<file path="config.mk">
export PLATFORM = sky130hd
export DESIGN_NAME = program_loader
export DESIGN_NICKNAME = d
export VERILOG_FILES = /design/src/rtl/program_loader.sv
export SDC_FILE = /design/constraint.sdc
export NUM_CORES = 1
export LEC_CHECK = 0
export CAP_MARGIN = 10
export CORE_MARGIN = 8
export CORE_UTILIZATION = 50
export CTS_BUF_LIST = sky130_fd_sc_hd__clkbuf_8
export DETAILED_ROUTE_END_ITERATION = 12
export GPL_ROUTABILITY_DRIVEN = 0
export HOLD_SLACK_MARGIN = 0.12
export PLACE_DENSITY = 0.77
export SLEW_MARGIN = 20
export SYNTH_ARGS = -nofsm -noshare
export SYNTH_HDL_FRONTEND = slang
export SYNTH_SLANG_ARGS = --single-unit
</file>
<file path="constraint.sdc">
create_clock -name clk -period 2.8 [get_ports clk]
set_input_delay 0.56 -clock clk [delete_from_list [all_inputs] [get_ports clk]]
set_output_delay 0.56 -clock clk [all_outputs]
set_load 0.005 [all_outputs]
</file>
<file path="src/rtl/program_loader.sv">
// program_loader: fills a 16-word instruction memory from a byte stream, high byte first,
// while the CPU sees NOP_WORD on its fetch port and holds its PC.
module program_loader #(
  parameter int NWORDS = 16,
  parameter logic [15:0] NOP_WORD = 16'h0000
) (
  input  logic        clk,
  input  logic        rst,
  input  logic        load_start,
  input  logic        load_end,
  input  logic [7:0]  rx_data,
  input  logic        rx_valid,
  output logic        rx_ready,
  input  logic [3:0]  address,
  output logic [15:0] instruction,
  output logic        loading,
  output logic        load_done,
  output logic [4:0]  word_count
);
  typedef enum logic [1:0] {RUN, HI, LO, FINISH} state_t;
  state_t      state;
  logic [15:0] mem [NWORDS];
  logic [3:0]  wr_addr;
  logic [7:0]  hi_byte;
  logic        xfer;
  assign rx_ready    = (state == HI || state == LO) && !load_end;
  assign xfer        = rx_valid && rx_ready;
  assign loading     = state != RUN;
  assign load_done   = state == FINISH;
  assign instruction = loading ? NOP_WORD : mem[address];
  always_ff @(posedge clk) begin
    if (rst) begin
      state      <= RUN;
      wr_addr    <= '0;
      hi_byte    <= '0;
      word_count <= '0;
      for (int i = 0; i < NWORDS; i++) mem[i] <= NOP_WORD;
    end else begin
      case (state)
        RUN: if (load_start) begin
          state      <= HI;
          wr_addr    <= '0;
          word_count <= '0;
        end
        HI: if (load_end) state <= FINISH;
          else if (xfer) begin
            hi_byte <= rx_data;
            state   <= LO;
          end
        LO: if (load_end) state <= FINISH;
          else if (xfer) begin
            mem[wr_addr] <= {hi_byte, rx_data};
            if (word_count != 5'd16) word_count <= word_count + 5'd1;
            // last entry ends the session instead of wrapping
            if (wr_addr == 4'(NWORDS - 1)) state <= FINISH;
            else begin
              wr_addr <= wr_addr + 4'd1;
              state   <= HI;
            end
          end
        default: state <= RUN;
      endcase
    end
  end
endmodule

</file>
==> results of run 1 <==
[power by group]
part	internal (W)	switching, W	leakage (nW)	total (W)
clock network	0.00161	0.00155	0.492	0.00316
registers	0.00466	0.0000916	2.67	0.00476
logic	0.000654	0.000787	2.65	0.00144
total	0.00693	0.00243	5.82	0.00936
[cells in the mapped netlist (9+ instances only)]
master and count:
a21oi_1 21, a22oi_1 46, and2_1 259, buf_2 11, clkbuf_1 50, dfxtp_1 19
edfxtp_1 256, ha_1 11, inv_1 9, mux2i_1 94, mux4_2 18, nand2_1 37
nand2b_1 16, nand3_1 38, nor2_1 20, or2_2 16
[state kept, by name, summed over array words and instances, names as in the netlist]
name and count:
state 2, hi_byte 8, wr_addr 4, word_count 5, mem 256
[routing by layer]
metal / up-vias / share of wire, % / track usage [%]
li1: 3711 / - / -
met1: 4053 / 41 / 25.97
met2: 347 / 49 / 33.24
met3: 61 / 7.3 / 3.589
met4: 0 / 2.3 / 5.849
met5: - / 0 / 0
[cells in the final DEF (no fill, tap or decap), types with 3 or more instances in the layout]
master           Yosys  final
and2_1             259    259
edfxtp_1           256    256
mux2i_1             94     94
buf_4                5     54
clkbuf_8             0     49
nand2_1             37     36
a22oi_1             46     35
nand3_1             38     34
inv_1                9     29
clkdlybuf4s50_1      0     21
buf_12               0     19
mux4_2              18     18
nor2_1              20     18
a21oi_1             21     17
dfxtp_1             19     17
or2_2               16     16
nand2b_1            16     15
dlygate4sd2_1        0     15
a22oi_2              0     11
ha_1                11     10
clkinv_1             0      7
buf_6                0      7
nor3_1               6      6
nor2_4               3      5
o21ai_0              5      5
nand3_2              0      4
a211oi_2             0      4
a21oi_2              0      4
nor3_2               3      3
[final timing paths]
| check | from | endpoint | slack (ns) | cells after the start |
|---|---|---|---|---|
| worst max-delay path | address[2] | instruction[7] | 0.06 | 8 |
| worst max register to register | state[1] | mem[15][7] | 0.43 | 6 |
| worst min-delay path | word_count[4] | word_count[4] | 0.51 | 1 |
| worst min register to register | word_count[4] | word_count[4] | 0.51 | 1 |
[area by class of cell]
type | count | area (sq um) | share of cell area [%]
clock buffers | 49 | 674.4 | 4.441
clock inverters | 32 | 132.6 | 0.8733
flip-flops and latches | 275 | 8070 | 53.14
repair buffers | 119 | 1231 | 8.107
multi-input cells | 619 | 4632 | 30.50
well taps | 330 | 412.9 | 2.719
inverters | 9 | 33.78 | 0.2224
[cells by family after synthesis]
group | Yosys count | synth area share, %
compound gates | 84 | 4.410
flops | 275 | 62.63
fa+ha+maj | 11 | 1.068
mux | 112 | 10.45
simple gates | 412 | 18.92
buf+inv | 77 | 2.516
[through the flow]
step | total power (W) | setup slack [ns]
final | 0.009356 | 0.05855
after detailed placement | 0.006200 | -0.4523
after floorplan | 0.005485 | 0.4920
after global routing | 0.009712 | -0.02081
after CTS | 0.009319 | 0.01561
after global placement | 0.006174 | -0.4041
[timing repair]
| action | CTS | global route |
|---|---|---|
| pin swaps | 16 | 2 |
| gates cloned | 0 | 1 |
| setup buffers | 2 | 4 |
| setup endpoints to repair | 17 | 16 |
| gates resized for setup | 51 | 12 |
==> impl_metrics.csv, run 1 <==
group,metric,value,unit
cts,cts_hold_buf,0,
critical_path,worstPathArrival,2.18,ns
critical_path,cp-end-kind,"output pin",
timing,holdWs,0.5077,ns
synth,async_flop_share,0,%
critical_path,path_delay_family,"buffers and inverters",
route,dr.first_iter.drc_count,736,
global_route,track_usage,19.83,%
layout,finish.utilization,60.14,%
critical_path,crit_fanout,6,
synth,synth_cell_type_count,37,
critical_path,cpMostUsedCell,"dlygate4sd2_1",
cts,cts_tree,"yes",
critical_path,crit_path_max_incr_delay,0.28,ns
floorplanning,fp.dieW,176.5,um
synth,synth_largest_area_cell,"edfxtp_1",
global_route,grt_pass1_wl,47420,um
synth,netlist_instances,971,
route,wl,30860,um
global_route,grt-ovfl-total,0,
synth,syn_area,12880,sq um
synth,synth.avg_cell_area,13.27,sq um
critical_path,crit_required,2.24,ns
floorplanning,start_util,51.01,%
route,drtPass1Iterations,5,
layout,n_antenna_cell,0,
timing,setup_tns,0,ns
pwr,leakagePower,5.817,nW
timing,drv_slew,0,
floorplanning,fp-row-count,58,
synth,yosysTopAreaCellShare,59.68,%
cts,clockBufferDepth,3,
placement,portBuffers,40,
floorplanning,io_pins,41,
placement,post_dp_cell_area,14180,sq um
layout,final_nets,1098,
synth,synth_edf_count,256,
critical_path,critPathLaunchType,"input port",
route,antenna_left,0,
timing,fin_crit,2.741,ns
pwr,power_density,616.0,nW/um^2
timing,timing.fmax,364.8,MHz
synth,ys_seq_elements,275,
critical_path,crit_chain,"dlygate4sd2_1 > buf_6 > nor2b_2 > buf_4 > a22oi_1 > nand3_1 > a21oi_2 > dlygate4sd2_1",
cts,clk_latency,0.55,ns
cts,numClockSinks,275,
cts,cts_buffers,46,
hold_path,hp-class,"reg2reg",
layout,fillers,1977,
floorplanning,fp.coreArea,25250,sq um
run,maxCapViolations,0,
cts,clk_pin_slew,0.06,ns
layout,synthToLayoutAreaGrowth,17.90,%
timing,hold_violations,0,
route,num_vias,8172,
route,wl_per_cell,21.53,um
floorplanning,dieArea,31150,sq um
timing,rsz0062_at_grt,"true",
cts,clockRootBuffer,"clkbuf_8",
synth,synth_ff_type,"edfxtp_1",
timing,period_share,97.91,%
synth,ys_seq_area_share,62.63,%
layout,design_area,15190,sq um
synth,synth_warnings,0,
global_route,grt_pass1_vias,8315,
global_route,grt_max_degree,36,
critical_path,slowest_stage,"a22oi_1",
timing,clock_skew,0.02163,ns
timing,tightest_slew,0.6810,ns
run_status,outcome,"finished clean",
floorplanning,die_y,176.5,um
placement,dp.cells,1345,
global_route,antenna_found_initial,0,
layout,stdcell_count,1433,
route,vias_per_cell,5.703,
critical_path,crit_type,"in2out",
timing,setup_viol,0,
timing,slew_headroom,54.54,%
critical_path,cp_num_buf_inv,4,
synth,ys_top_cells_by_area,"edfxtp_1 60%, and2_1 13%, mux2i_1 7.3%",
route,drc,0,
layout,drive_gt1_share,19.04,%
pwr,peakVddDrop,0.0004425,V
synth,syn_nets,999,
cts,htree_num_levels,2,
placement,dp_hpwl,20320,um
Power figures use the tool's default switching activity.
==> run 2, diff against run 1 <==
--- a/config.mk
+++ b/config.mk
@@ -10,7 +10,6 @@
 export CORE_UTILIZATION = 50
 export CTS_BUF_LIST = sky130_fd_sc_hd__clkbuf_8
 export DETAILED_ROUTE_END_ITERATION = 12
-export GPL_ROUTABILITY_DRIVEN = 0
 export HOLD_SLACK_MARGIN = 0.12
 export PLACE_DENSITY = 0.77
 export SLEW_MARGIN = 20
==> results of run 2 <==
The final DEF is identical to that of run 1; final timing and power are the same.
==> run 3, diff against run 2 <==
--- a/config.mk
+++ b/config.mk
@@ -8,7 +8,6 @@
 export CAP_MARGIN = 10
 export CORE_MARGIN = 8
 export CORE_UTILIZATION = 50
-export CTS_BUF_LIST = sky130_fd_sc_hd__clkbuf_8
 export DETAILED_ROUTE_END_ITERATION = 12
 export HOLD_SLACK_MARGIN = 0.12
 export PLACE_DENSITY = 0.77
==> impl_metrics.csv, run 3 (synthesized netlist as in run 1, its figures left out) <==
group,metric,value,unit
layout,final_nets,1078,
floorplanning,fp.coreArea,25250,sq um
route,num_vias,8057,
critical_path,crit_required,2.24,ns
critical_path,crit_fanout,6,
timing,timing.fmax,361.2,MHz
critical_path,critical_path.endpoint,"instruction[6]",
cts,htree_num_levels,1,
cts,clk_latency,0.55,ns
critical_path,timing.rr.end,"mem[15][9]",
layout,drive_gt1_share,19.01,%
global_route,grt-ovfl-total,0,
route,drc,0,
floorplanning,start_util,51.01,%
floorplanning,dieArea,31150,sq um
placement,dp_hpwl,20320,um
cts,cts_tree,"yes",
pwr,leakagePower,5.842,nW
hold_path,hold_start,"word_count[4]",
route,drtPass1Iterations,5,
cts,clockBufferDepth,3,
timing,drv_slew,0,
global_route,grt_max_degree,36,
timing,slew_headroom,55.32,%
timing,hold_violations,0,
placement,portBuffers,40,
layout,regMostFlops,"mem",
timing,clock_skew,0.009275,ns
critical_path,startpoint,"state[0]",
layout,layout_common_cells,"259 x and2_1, 256 x edfxtp_1, 94 x mux2i_1",
layout,multiInputGateArea,4690,sq um
layout,synthToLayoutAreaGrowth,20.17,%
placement,gp_congestion,0.8088,
layout,regArea,8070,sq um
route,wl,30910,um
layout,n_antenna_cell,0,
hold_path,hp-class,"reg2reg",
critical_path,worstPathArrival,2.21,ns
run_status,outcome,"finished clean",
route,antenna_left,0,
critical_path,critPathLaunchType,"register",
pwr,peakVddDrop,0.0005439,V
pwr,power_density,673.0,nW/um^2
global_route,antenna_found_initial,0,
timing,period_share,98.86,%
timing,setup_tns,0,ns
layout,reg.largest.list,"mem (256), hi_byte (8), word_count (5)",
global_route,grt_pass1_vias,8227,
cts,numClockSinks,275,
hold_path,whs_path_depth,1,
layout,largest_reg_flops,256,
floorplanning,fp.dieW,176.5,um
critical_path,cp-end-kind,"output pin",
run,maxCapViolations,0,
cts,cts_buffers,29,
route,vias_per_cell,5.743,
critical_path,r2r-start,"state[0]",
timing,tightest_slew,0.6680,ns
layout,finish.utilization,61.30,%
layout,final_common_cell,"and2_1",
critical_path,crit_type,"reg2out",
timing,setup_viol,0,
critical_path,reg2regPathDepth,6,
cts,clk_pin_slew,0.07,ns
layout,fillers,1938,
cts,clockRootBuffer,"clkbuf_16",
global_route,grt_pass1_wl,47000,um
floorplanning,io_pins,41,
floorplanning,die_y,176.5,um
floorplanning,fp-row-count,58,
global_route,track_usage,19.60,%
route,dr.first_iter.drc_count,716,
critical_path,r2r_slack,0.49,ns
route,wl_per_cell,22.03,um
timing,fin_crit,2.768,ns
## run 3: cell count changes in the layout (fill, tap and decap cells not counted), sizes merged, moves of 2 or more
cell	change
bufinv	+7
buf	-3
clkbuf	-12
clkinv	-3
clkinvlp	+2
clkdlybuf4s15	+2
inv	-22
## run 3: critical path, stage by stage, from the launching register on
cell,delay [ns]
dfxtp_2,0.35
inv_1,0.14
ha_4,0.17
inv_1,0.10
nor2_4,0.17
buf_6,0.17
nand2_1,0.08
a21oi_2,0.20
dlygate4sd2_1,0.27
## run 3: stage by stage
| stage | area [sq um] | std cells | worst slack, ns | hold WS [ns] | total power [W] |
|---|---|---|---|---|---|
| 6_report | 15480 | 1403 | 0.03178 | 0.5129 | 0.01042 |
| 5_1_grt | 15480 | 1403 | -0.02026 | 0.5317 | 0.01073 |
| 4_1_cts | 15440 | 1402 | 0.001542 | 0.5087 | 0.01039 |
| 3_5_place_dp | 14180 | 1345 | -0.4523 | 0.4943 | 0.006200 |
| 3_3_place_gp | 14180 | 1345 | -0.4041 | 0.5014 | 0.006174 |
| 2_1_floorplan | 12880 | 971 | 0.4920 | 0.4837 | 0.005485 |
## run 3: worst min-delay path by stage
stage	end	slack [ns]
after global placement	word_count[4]	0.50
after global routing	word_count[4]	0.53
after CTS	word_count[4]	0.51
final	word_count[4]	0.51
after detailed placement	word_count[4]	0.49
after floorplan	hi_byte[0]	0.48
## run 3: final cells by class
class	instances	area share, %
clock buffer	38	5.100
clock inverter	16	1.746
inverter	9	0.2182
multi-input combinational	619	30.29
sequential	275	52.13
tap	330	2.667
timing repair buffer	116	7.840
## run 3: power by group
group | switching (W) | total (W) | internal [W] | leakage, nW
Combinational | 0.000799 | 0.00145 | 0.000649 | 2.66
Clock | 0.00158 | 0.00422 | 0.00263 | 0.509
Sequential | 0.0000903 | 0.00475 | 0.00466 | 2.67
Total | 0.00247 | 0.0104 | 0.00795 | 5.84
## run 3: what timing repair did
item	4_1_cts	5_1_grt
hold endpoints to repair	0	0
gates resized for setup	62	8
setup endpoints to repair	17	14
hold buffers	0	0
buffers inserted	3	0
cloned	0	1
pin swaps	17	5
## run 3: metal layers
metal | part of all wire, % | global-route usage, % | routed length (um) | vias up
li1 | - | - | - | 3673
met1 | 41 | 25.70 | 12830 | 4052
met2 | 49 | 33.35 | 15260 | 278
met3 | 6.2 | 2.585 | 1923 | 54
met4 | 2.9 | 6.200 | 902 | 0
met5 | 0 | 0 | 0 | -
